[config.mk]
export PLATFORM = sky130hd
export DESIGN_NAME = wb_burst_reader
export DESIGN_NICKNAME = d
export VERILOG_FILES = /design/src/rtl/wb_burst_reader.sv
export SDC_FILE = /design/constraint.sdc
export NUM_CORES = 1
export LEC_CHECK = 0
export ABC_CLOCK_PERIOD_IN_PS = 4100
export BUFFER_PORTS_ARGS = -buffer_cell sky130_fd_sc_hd__buf_2
export CAP_MARGIN = 20
export CELL_PAD_IN_SITES_DETAIL_PLACEMENT = 1
export CELL_PAD_IN_SITES_GLOBAL_PLACEMENT = 1
export CORE_UTILIZATION = 52
export DETAILED_ROUTE_END_ITERATION = 6
export PLACE_DENSITY = 0.82
export SYNTH_ARGS = -nofsm -noshare
export SYNTH_HDL_FRONTEND = slang
export SYNTH_SLANG_ARGS = --single-unit
[constraint.sdc]
create_clock -name sys_clk -period 4.1 [get_ports sys_clk]
set_input_delay 0.615 -clock sys_clk [delete_from_list [all_inputs] [get_ports sys_clk]]
set_output_delay 0.615 -clock sys_clk [all_outputs]
set_load 0.005 [all_outputs]
[src/rtl/wb_burst_reader.sv]
// rtl/wb_burst_reader.sv - Wishbone classic burst read master into a stream FIFO; optional bus error support via WB_BURST_READER_ERR_EN
module wb_burst_reader #(
  parameter int BURST_LEN  = 8,
  parameter int FIFO_DEPTH = 16
) (
  input  logic        sys_clk,
  input  logic        sys_rst_n,
  input  logic        start,
  input  logic [31:0] base_adr,
  input  logic [15:0] count,
  output logic        busy,
  output logic        done,
  output logic [31:0] m_adr_o,
  output logic [2:0]  m_cti_o,
  output logic [3:0]  m_sel_o,
  output logic [31:0] m_dat_o,
  output logic        m_we_o,
  output logic        m_cyc_o,
  output logic        m_stb_o,
  input  logic [31:0] m_dat_i,
  input  logic        m_ack_i,
`ifdef WB_BURST_READER_ERR_EN
  input  logic        m_err_i,
  output logic        err,
`endif
  output logic [31:0] out_dat,
  output logic        out_valid,
  input  logic        out_ready
);

  localparam int AW = (FIFO_DEPTH > 1) ? $clog2(FIFO_DEPTH) : 1;

  typedef enum logic [1:0] {
    IDLE       = 2'd0,
    WAIT_SPACE = 2'd1,
    BURST      = 2'd2,
    DRAIN      = 2'd3
  } state_t;

  state_t      state_q, state_d;
  logic [31:0] adr_q, adr_d;
  logic [15:0] rem_q, rem_d;
  logic [4:0]  beats_q, beats_d;
  logic        cyc_q, cyc_d;
  logic [2:0]  cti_q, cti_d;
  logic        busy_q, busy_d;
  logic        done_q, done_d;
  logic        err_q, err_d;

  logic [AW-1:0] wr_ptr_q, wr_ptr_d;
  logic [AW-1:0] rd_ptr_q, rd_ptr_d;
  logic [AW:0]   cnt_q, cnt_d;
  logic [31:0]   fifo_mem [FIFO_DEPTH];

  logic        bus_err;
  logic        push;
  logic        pop;
  logic [4:0]  burst_l;
  logic [AW:0] fifo_free;

`ifdef WB_BURST_READER_ERR_EN
  assign bus_err = m_err_i;
  assign err     = err_q;
`else
  assign bus_err = 1'b0;
`endif

  // Read-only master: write-side bus signals are constant
  assign m_we_o  = 1'b0;
  assign m_sel_o = 4'hF;
  assign m_dat_o = 32'h0;

  assign m_adr_o   = adr_q;
  assign m_cyc_o   = cyc_q;
  assign m_stb_o   = cyc_q;
  assign m_cti_o   = cti_q;
  assign busy      = busy_q;
  assign done      = done_q;
  assign out_valid = (cnt_q != '0);
  assign out_dat   = fifo_mem[rd_ptr_q];

  // FIFO push/pop qualification and pointer/occupancy next state
  always_comb begin
    push      = (state_q == BURST) && m_ack_i && !bus_err;
    pop       = out_valid && out_ready;
    fifo_free = (AW + 1)'(FIFO_DEPTH) - cnt_q;
    wr_ptr_d  = wr_ptr_q;
    rd_ptr_d  = rd_ptr_q;
    cnt_d     = cnt_q;
    if (push) begin
      wr_ptr_d = (wr_ptr_q == AW'(FIFO_DEPTH - 1)) ? '0 : wr_ptr_q + AW'(1);
    end
    if (pop) begin
      rd_ptr_d = (rd_ptr_q == AW'(FIFO_DEPTH - 1)) ? '0 : rd_ptr_q + AW'(1);
    end
    case ({push, pop})
      2'b10:   cnt_d = cnt_q + (AW + 1)'(1);
      2'b01:   cnt_d = cnt_q - (AW + 1)'(1);
      default: cnt_d = cnt_q;
    endcase
  end

  // Transfer sequencing: latch request, wait for FIFO room, run bursts, drain
  always_comb begin
    state_d = state_q;
    adr_d   = adr_q;
    rem_d   = rem_q;
    beats_d = beats_q;
    cyc_d   = cyc_q;
    cti_d   = cti_q;
    busy_d  = busy_q;
    done_d  = 1'b0;
    err_d   = err_q;
    burst_l = (rem_q > 16'(BURST_LEN)) ? 5'(BURST_LEN) : rem_q[4:0];

    case (state_q)
      IDLE: begin
        cyc_d = 1'b0;
        cti_d = 3'b000;
        if (start) begin
          err_d = 1'b0;
          if (count != 16'd0) begin
            adr_d   = base_adr & ~32'h3;
            rem_d   = count;
            busy_d  = 1'b1;
            state_d = WAIT_SPACE;
          end else begin
            done_d = 1'b1;
          end
        end
      end
      WAIT_SPACE: begin
        // Only open a burst once the whole burst is guaranteed to fit
        if (32'(fifo_free) >= 32'(burst_l)) begin
          state_d = BURST;
          cyc_d   = 1'b1;
          beats_d = burst_l;
          cti_d   = (burst_l == 5'd1) ? 3'b111 : 3'b010;
        end
      end
      BURST: begin
        if (bus_err) begin
          cyc_d   = 1'b0;
          cti_d   = 3'b000;
          rem_d   = 16'd0;
          err_d   = 1'b1;
          state_d = DRAIN;
        end else if (m_ack_i) begin
          adr_d   = adr_q + 32'd4;
          rem_d   = rem_q - 16'd1;
          beats_d = beats_q - 5'd1;
          if (beats_q == 5'd1) begin
            cyc_d   = 1'b0;
            cti_d   = 3'b000;
            state_d = (rem_q == 16'd1) ? DRAIN : WAIT_SPACE;
          end else begin
            cti_d = (beats_q == 5'd2) ? 3'b111 : 3'b010;
          end
        end
      end
      DRAIN: begin
        if (cnt_q == '0) begin
          done_d  = 1'b1;
          busy_d  = 1'b0;
          state_d = IDLE;
        end
      end
      default: state_d = IDLE;
    endcase
  end

  // State and registered outputs; reset drops the bus and empties the FIFO at once
  always_ff @(posedge sys_clk or negedge sys_rst_n) begin
    if (!sys_rst_n) begin
      state_q  <= IDLE;
      adr_q    <= 32'h0;
      rem_q    <= 16'h0;
      beats_q  <= 5'h0;
      cyc_q    <= 1'b0;
      cti_q    <= 3'b000;
      busy_q   <= 1'b0;
      done_q   <= 1'b0;
      err_q    <= 1'b0;
      wr_ptr_q <= '0;
      rd_ptr_q <= '0;
      cnt_q    <= '0;
    end else begin
      state_q  <= state_d;
      adr_q    <= adr_d;
      rem_q    <= rem_d;
      beats_q  <= beats_d;
      cyc_q    <= cyc_d;
      cti_q    <= cti_d;
      busy_q   <= busy_d;
      done_q   <= done_d;
      err_q    <= err_d;
      wr_ptr_q <= wr_ptr_d;
      rd_ptr_q <= rd_ptr_d;
      cnt_q    <= cnt_d;
    end
  end

  // FIFO storage; contents need no reset since occupancy gates visibility
  always_ff @(posedge sys_clk) begin
    if (push) begin
      fifo_mem[wr_ptr_q] <= m_dat_i;
    end
  end

endmodule

=== Word level (Yosys, flattened, before mapping) ===
Memory sizes are Yosys's and may differ from the RTL's.
Cells that the tools add are included.

* $add $sub $neg: 8
* $lt $le $gt $ge: 2
* Equality and inequality tests: 17
* Multiplexer cells: 43
* Reductions and logical operators: 17

{| class="wikitable"
|+ Operators with widths
! cell !! number
|-
| two-way mux 32 bit || 3
|-
| case mux 32 bit (2 select lines) || 1
|-
| two-way mux 16 bit || 3
|-
| adder 32 x 3 -> 32 bit, second input constant || 1
|-
| case mux 16 bit (2 select lines) || 1
|-
| case mux 5 bit (2 select lines) || 2
|-
| equality test 16 x 1 -> 1 bit, second input constant || 1
|-
| greater-than comparator 16 x 4 -> 1 bit, second input constant || 1
|-
| nonzero test 16 bit || 1
|-
| subtractor 16 x 1 -> 16 bit, second input constant || 1
|-
| two-way mux 3 bit || 5
|-
| two-way mux 5 bit || 3
|-
| two-way mux 2 bit || 7
|-
| AND reduction 4 bit || 3
|-
| two-way mux 1 bit || 11
|-
| equality test 5 x 1 -> 1 bit, second input constant || 2
|-
| != test 2 bit, second input constant || 5
|-
| subtractor 5 x 1 -> 5 bit, second input constant || 2
|-
| case mux 3 bit (3 select lines) || 1
|-
| adder 4 x 1 -> 4 bit, second input constant || 2
|-
| equality test 4 bit, second input constant || 2
|-
| two-way mux 4 bit || 2
|-
| case mux 2 bit (4 select lines) || 1
|-
| nonzero test 2 bit || 4
|-
| other kinds (16) || 22
|}

* Bits in registers: 74
* RAM bits: 512
* Output and inout bits: 109
* Logic and storage cells: 99
* Memories: 1

{| class="wikitable"
|+ Memories
! name !! words !! bits a word !! rd ports !! clocked after Yosys merged registers in !! write ports !! line !! source
|-
| fifo_mem || 16 || 32 || 1 || 0 || 1 || 53 || <nowiki>logic [31:0] fifo_mem [FIFO_DEPTH];</nowiki>
|}

=== Depth between registers and ports, before layout ===
Gate-level depths: netlist (run 1).

* Depth in word-level cells: 6
* Gate-level depth with buffers: 14
* Mapped depth without buffers: 13

=== Worst setup path before layout (run 1) ===
No wires, ideal clock.

* Kind: register to register
* Start point: register rem_q[7]
* End point: register beats_q[2]
* Setup time: 94 ps
* Data arrival time: 2951 ps
* Data required time: 4006 ps
* Slack: 1055 ps
* Cell stages (with the launch flop): 13
* Period minus slack after synthesis: 3045 ps
* Cell sequence: dfrtp_1 or3_1 clkbuf_1 nor4_4 nor3b_4 nand2_1 ha_1 a21oi_1 o21ai_0 a21oi_1 clkbuf_1 o21ai_0 a221oi_2

* Longest elaborated chain between the ends: 5
* Elaborated cells between the ends (all ways): 7
* Classes of those cells: 2 x order compare; 1 x eq/ne; 3 x mux; 1 x reduce/logical

{| class="wikitable"
|+ RTL lines
! item !! line !! source
|-
| from (decl) || 42 || <nowiki>logic [15:0] rem_q, rem_d;</nowiki>
|-
| from (signal assigned) || 190 || <nowiki>rem_q <= rem_d;</nowiki>
|-
| greater-than comparator 16 x 4 -> 1 bit * || 114 || <nowiki>burst_l = (rem_q > 16'(BURST_LEN)) ? 5'(BURST_LEN) : rem_q[4:0];</nowiki>
|-
| two-way mux 5 bit * || 114 ||
|-
| >= comparator 5 bit || 134 || <nowiki>if (32'(fifo_free) >= 32'(burst_l)) begin</nowiki>
|-
| != test 2 bit (no source line) || n/a ||
|-
| AND reduction 3 bit (no source line) || n/a ||
|-
| to (signal assigned) || 191 || <nowiki>beats_q <= beats_d;</nowiki>
|-
| to (decl) || 43 || <nowiki>logic [4:0] beats_q, beats_d;</nowiki>
|}

Mark *: on every way between the ends. The rest lies on a longest branch, timed or not. The select of a mux whose other input is x is not followed.
A chain may end at the register's enable or synchronous reset.

=== Worst setup path in the final report (run 1) ===
* Start point: register rd_ptr_q[0]
* End point: output port out_dat[11]

* Longest elaborated chain between the ends: 1

{| class="wikitable"
|+ RTL lines
! item !! line !! source
|-
| from (decl) || 51 || <nowiki>logic [AW-1:0] rd_ptr_q, rd_ptr_d;</nowiki>
|-
| from (signal assigned) || 198 || <nowiki>rd_ptr_q <= rd_ptr_d;</nowiki>
|-
| memory (16 x 32 bit) || n/a ||
|-
| to (decl) || 26 || <nowiki>output logic [31:0] out_dat,</nowiki>
|}

Every way passes these cells.

==> results of run 1 <==
through the flow:
stage / total power, uW / hold slack [ns]
2_1_floorplan: 11900 / 0.319
3_3_place_gp: 13800 / 0.473
3_5_place_dp: 14000 / 0.487
4_1_cts: 19300 / 0.176
5_1_grt: 20000 / 0.212
6_report: 19100 / 0.155
flip-flops by register name (all words and copies together) (netlist names):
name and count:
beats_q 5, busy 1, cnt_q 5, done 1, fifo_mem 512, m_adr_o 30, m_cti_o 2, m_cyc_o 1
rd_ptr_q 4, rem_q 16, state_q 2, wr_ptr_q 4
cells by family (layout without fill, tap and decap cells):
| group | after synthesis | after routing |
|---|---|---|
| AO/OA/AOI/OAI | 173 | 173 |
| adder cells (fa/ha/maj) | 28 | 28 |
| AND/OR/NAND/NOR | 255 | 255 |
| buffers and inverters | 138 | 321 |
| flip-flops | 583 | 583 |
| XOR/XNOR | 9 | 9 |
| multiplexers | 165 | 165 |
| other | 2 | 42 |
Yosys cell counts, types with 27 or more instances:
master	n
a21oi_1	44
mux4_2	160
nand2_1	73
dfrtp_1	71
ha_1	27
edfxtp_1	512
nor2_1	30
nand3_1	27
buf_4	41
clkbuf_1	37
inv_1	28
o21ai_0	35
worst max path at each step:
stage                     depth (start not counted)        start          end  slack (ns)
after floorplan                                  12     rem_q[7]   beats_q[2]        1.06
after global placement                           11     rem_q[7]      m_cyc_o        0.65
after detailed placement                         11     rem_q[7]      m_cyc_o        0.55
after CTS                                         4  rd_ptr_q[0]  out_dat[11]        0.42
after global routing                             11     rem_q[7]      m_cyc_o        0.19
final                                             4  rd_ptr_q[0]  out_dat[11]        0.46
power by group:
group	internal (uW)	switching, uW	total (uW)
clock	2970	2230	5200
sequential	7000	768	7770
combinational	3020	3120	6140
total	13000	6120	19100
metal layers:
metal	wire length, um	global-route usage, %	up-vias
li1	-	-	5782
met1	23000	32.3	7097
met4	1660	7.73	6
met3	3490	4.70	111
met5	37	0	-
met2	32700	46.9	476
cells in the final DEF (no fill, tap or decap), types with 14 or more instances in the layout:
cell       netlist  final
o21ai_0         35     35
clkinv_1         0     14
inv_1           28     28
dfrtp_1         71     67
o22ai_1         17     17
nand3_1         27     27
edfxtp_1       512    512
nor3_1          25     25
mux4_2         160    160
conb_1           2     40
a21oi_1         44     44
nor2_1          30     30
ha_1            27     26
buf_2           22    151
nand2_1         73     73
buf_4           41     28
clkbuf_16        0     58
area by class of cell:
cell class                      instances  area share (%)
Antenna cell                            2          0.0180
Clock buffer                           69            5.36
Clock inverter                         36            1.30
Inverter                               28           0.378
Multi-Input combinational cell        670            24.4
Sequential cell                       583            61.7
Tap cell                              607            2.73
Timing Repair Buffer                  188            4.12
==> flow_metrics.py, run 1 <==
metrics = {
    "layout": {
        "final_cells": 2183,
        "drive_above_1_share_pct": 30.1,
        "multiInputGateArea_mm2": 0.00679,
        "nets": 1641,
        "stdcell_area_mm2": 0.0278,
        "area_growth_syn_to_layout_pct": 13.7,
        "nFillCells": 4156,
        "seq_area_mm2": 0.0172,
        "post-route-util_pct": 59.9,
    },
    "yosys": {
        "yosysSeqAreaShare_pct": 70.1,
        "yosys_warnings": 0,
        "synth-simple-area-share_pct": 5.63,
        "synth_xor_area_share_pct": 0.322,
        "synth_cell_types": 75,
        "synth_area_leader_cell": "edfxtp_1",
        "synth_top_area_share_pct": 62.9,
        "syn_inst": 1353,
        "avgSynthCellArea_um2": 18.1,
        "synth_area_leaders": "edfxtp_1 (63%), mux4_2 (15%), dfrtp_1 (7.3%), ha_1 (1.4%), buf_4 (1.3%)",
        "ys_ff_latch": 583,
        "synth_edf_count": 512,
        "synthFlopType": "edfxtp_1",
        "synth_compound_area_share_pct": 4.63,
        "synth_mux_area_share_pct": 15.0,
        "ys_async_sr_fraction_pct": 12.2,
        "synth_adder_area_share_pct": 1.46,
        "synth_top_family_by_area": "multiplexers",
        "syn_area_mm2": 0.0245,
    },
    "sta": {
        "layout_setup_ws_ns": 0.463,
        "clock_skew_ns": 0.0227,
        "tightest_slew_ns": 0.990,
        "setup_viol": 0,
        "clock.fmax_mhz": 275,
        "rsz0062_at_grt": "false",
        "slew_viol_final": 0,
        "setup_tns_ns": 0,
        "fin_crit_ns": 3.64,
        "slew_headroom_pct": 34.0,
        "finalCritPeriodShare_pct": 88.7,
        "hold_viol": 0,
    },
    "floorplan": {
        "rows": 79,
        "die_h_um": 219,
        "die_area_mm2": 0.0479,
        "coreArea_mm2": 0.0465,
        "start_util_pct": 52.7,
        "die_w_um": 219,
        "num_io_pins": 194,
    },
    "setup_path": {
        "r2r_start": "rem_q[7]",
        "cpLargestDelayFamily": "multiplexers",
        "reg2reg_depth": 11,
        "path_common_cell": "mux4_2",
        "startpoint_type": "register",
        "worstSetupEndpointType": "output port",
        "worstPathMaxFanout": 29,
        "crit_slowest_cell": "dfrtp_4",
        "cp.arrival_ns": 3.02,
        "path_cells": "buf_12 -> mux4_2 -> mux4_2 -> buf_2",
        "rr_endpoint": "m_cyc_o",
        "path_class": "register to output port",
        "cp.required_ns": 3.48,
        "critical-path-max-stage-delay_ns": 0.78,
        "crit_buf_inv": 2,
        "reg2reg_slack_ns": 0.48,
    },
    "global_route": {
        "grt_max_degree": 72,
        "grt_pass1_wl_um": 90900,
        "antenna_found_initial": 6,
        "gr-total-overflow": 0,
        "first_global_vias": 14405,
        "grtUsageTotal_pct": 26.2,
    },
    "routing": {
        "drc": 0,
        "vias": 13472,
        "first_pass_iters": 5,
        "drt-wirelength-per-cell_um": 27.9,
        "drt_iter0_drc": 1030,
        "drt-total-wl_um": 60900,
        "avgViaCountPerCell": 6.17,
        "ant_nets": 0,
    },
    "power_and_ir_drop": {
        "power.density_mw_per_mm2": 687,
        "irDropWorstVdd_v": 0.000393,
        "p_leak_uw": 0.00945,
    },
    "clock_tree": {
        "cts_resized": 0,
        "tritoncts": "built",
        "path_clk_slew_ns": 0.06,
        "root_buffer": "clkbuf_16",
        "cts_setup_buffers": 0,
        "cts_sinks": 583,
        "postCtsHoldBufs": 0,
        "cts_buffers": 57,
        "clockBufferDepth": 3,
        "clk_latency_ns": 0.63,
        "cts.htree.levels": 2,
    },
    "placed_design": {
        "place.gp.congestion": 0.818,
        "place_ws_ns": 0.548,
        "hpwl_um": 35700,
        "dpl_cell_area_mm2": 0.0260,
        "dp_cells": 2076,
        "portBuffers": 152,
    },
    "min_path": {
        "min_path_type": "input port to async pin",
    },
    "job": {
        "cap_violations": 0,
    },
    "outcome": {
        "status": "completed",
    },
}
Note: power is estimated with default switching activity, not from simulation.
==> run 2, diff against run 1 <==
Settings changed: CORE_UTILIZATION 52 to 54, CTS_BUF_LIST set to sky130_fd_sc_hd__clkbuf_4 sky130_fd_sc_hd__clkbuf_8, CTS_CLUSTER_DIAMETER set to 80, PLACE_DENSITY 0.82 to unset, PLACE_DENSITY_LB_ADDON set to 0.1.
==> run 2 against run 1 <==
Critical path depth is the same. Wire length decreased by 4.2%. Flip-flop and latch count is the same. Design area is 0.25% higher. Non-clock buffer count grew 6. Sequential share of layout area shrank 0.15 points. Worst setup slack worse by 0.0097 ns. Largest power group unchanged. Critical endpoint is now out_dat[12].
==> flow_metrics.py, run 2 (same netlist as run 1, synthesis figures left out) <==
metrics = {
    "routing": {
        "drc": 0,
        "first_pass_iters": 5,
        "vias": 13454,
        "ant_nets": 0,
        "drt-wirelength-per-cell_um": 26.1,
        "drt-total-wl_um": 58400,
        "avgViaCountPerCell": 6.01,
        "drt_iter0_drc": 993,
    },
    "layout": {
        "area_growth_syn_to_layout_pct": 14.0,
        "final_common_cell": "edfxtp_1",
        "n_antenna_cell": 0,
        "nFillCells": 4035,
        "top_register": "fifo_mem",
        "largest_reg_flops": 512,
        "multiInputGateArea_mm2": 0.00680,
        "drive_above_1_share_pct": 33.4,
        "stdcell_area_mm2": 0.0279,
        "mostFrequentLayoutCells": "edfxtp_1 (512), mux4_2 (160), buf_2 (151)",
        "seq_area_mm2": 0.0172,
        "nets": 1683,
    },
    "sta": {
        "setup_viol": 0,
        "tightest_slew_ns": 1.11,
        "clock.fmax_mhz": 274,
        "clock_skew_ns": 0.0296,
        "slew_headroom_pct": 25.8,
        "layout_setup_ws_ns": 0.453,
        "slew_viol_final": 0,
        "hold_viol": 0,
        "fin_crit_ns": 3.65,
        "setup_tns_ns": 0,
        "finalCritPeriodShare_pct": 89.0,
        "rsz0062_at_grt": "false",
    },
    "floorplan": {
        "die_h_um": 215,
        "num_io_pins": 194,
        "rows": 77,
        "coreArea_mm2": 0.0444,
        "die_area_mm2": 0.0462,
        "start_util_pct": 55.1,
        "die_w_um": 215,
    },
    "global_route": {
        "grt_max_degree": 53,
        "grt_pass1_wl_um": 88400,
        "antenna_found_initial": 4,
        "met3_usage_pct": 5.24,
        "grtUsageTotal_pct": 26.0,
        "gr-total-overflow": 0,
        "grt_use_met1_pct": 34.8,
        "use_met2_pct": 42.9,
        "first_global_vias": 14508,
        "gr-max-usage-layer": "met2",
    },
    "setup_path": {
        "startpoint_type": "register",
        "worstPathMaxFanout": 42,
        "reg2reg_depth": 10,
        "path_class": "register to output port",
        "cp.arrival_ns": 3.03,
        "cp.required_ns": 3.48,
        "worstSetupEndpointType": "output port",
    },
    "power_and_ir_drop": {
        "p_leak_uw": 0.00960,
        "power.density_mw_per_mm2": 679,
        "irDropWorstVdd_v": 0.000300,
    },
    "clock_tree": {
        "cts_sinks": 583,
        "root_buffer": "clkbuf_8",
        "clockBufferDepth": 3,
        "tritoncts": "built",
        "postCtsHoldBufs": 1,
        "cts_resized": 0,
        "path_clk_slew_ns": 0.07,
        "cts_setup_buffers": 0,
        "clk_latency_ns": 0.66,
        "cts_buffers": 93,
        "cts.htree.levels": 3,
    },
    "placed_design": {
        "portBuffers": 152,
        "dpl_cell_area_mm2": 0.0259,
        "place.gp.congestion": 0.793,
        "hpwl_um": 35000,
        "place_ws_ns": 0.676,
    },
    "outcome": {
        "status": "completed",
    },
    "min_path": {
        "hold_path_depth": 3,
        "min_path_type": "input port to register",
    },
    "job": {
        "cap_violations": 0,
    },
}
-- run 2: cell types whose count changed in the layout (fill, tap and decap cells not counted), sizes merged --
cell,delta
buf,+5
bufinv,+1
clkbuf,+57
clkinv,+11
clkinvlp,-3
diode,-2
dlygate4sd3,+1
-- run 2: where the power goes --
group | switching [uW] | internal (uW)
logic | 3000 | 2990
clock network | 2250 | 2890
registers | 789 | 7000
-- run 2: worst paths after layout --
| path | end | startpoint | slack [ns] |
|---|---|---|---|
| worst max-delay path | out_dat[12] | rd_ptr_q[0] | 0.45 |
| worst min-delay path | m_adr_o[29] | base_adr[29] | 0.17 |
| worst max register to register | m_cyc_o | rem_q[12] | 0.67 |
| worst min register to register | beats_q[4] | beats_q[4] | 0.48 |
| max in group asynchronous | m_adr_o[3] | sys_rst_n | 2.68 |
| min in group asynchronous | m_adr_o[15] | sys_rst_n | 0.56 |
-- run 2: cell type report --
class | count | area share, %
flip-flops and latches | 583 | 61.5
inverters | 28 | 0.377
multi-input cells | 670 | 24.4
well taps | 592 | 2.66
clock buffers | 126 | 5.54
clock inverters | 45 | 1.39
repair buffers | 194 | 4.14
-- run 2: per-layer routing --
| layer | vias to the layer above | routed length, um |
|---|---|---|
| met5 | - | 37 |
| met4 | 6 | 1350 |
| met3 | 99 | 3810 |
| met2 | 462 | 29300 |
| met1 | 7024 | 23800 |
| li1 | 5863 | - |
-- run 2: critical path, cell delays in order, from the launching register on --
cell and delay, ns:
dfrtp_4 0.72, buf_12 0.36, mux4_2 0.57, mux4_2 0.53
buf_2 0.15
-- run 2: metrics by stage --
step           utilization, %  instances  total power (uW)  hold WS, ns
6_report                 62.8       2238             18900        0.165
5_1_grt                  62.8       2238             19900        0.142
4_1_cts                  62.8       2238             19200        0.112
3_5_place_dp             58.4       2066             14000        0.475
3_3_place_gp             58.4       2066             13800        0.474
2_1_floorplan               -       1391             11900        0.319
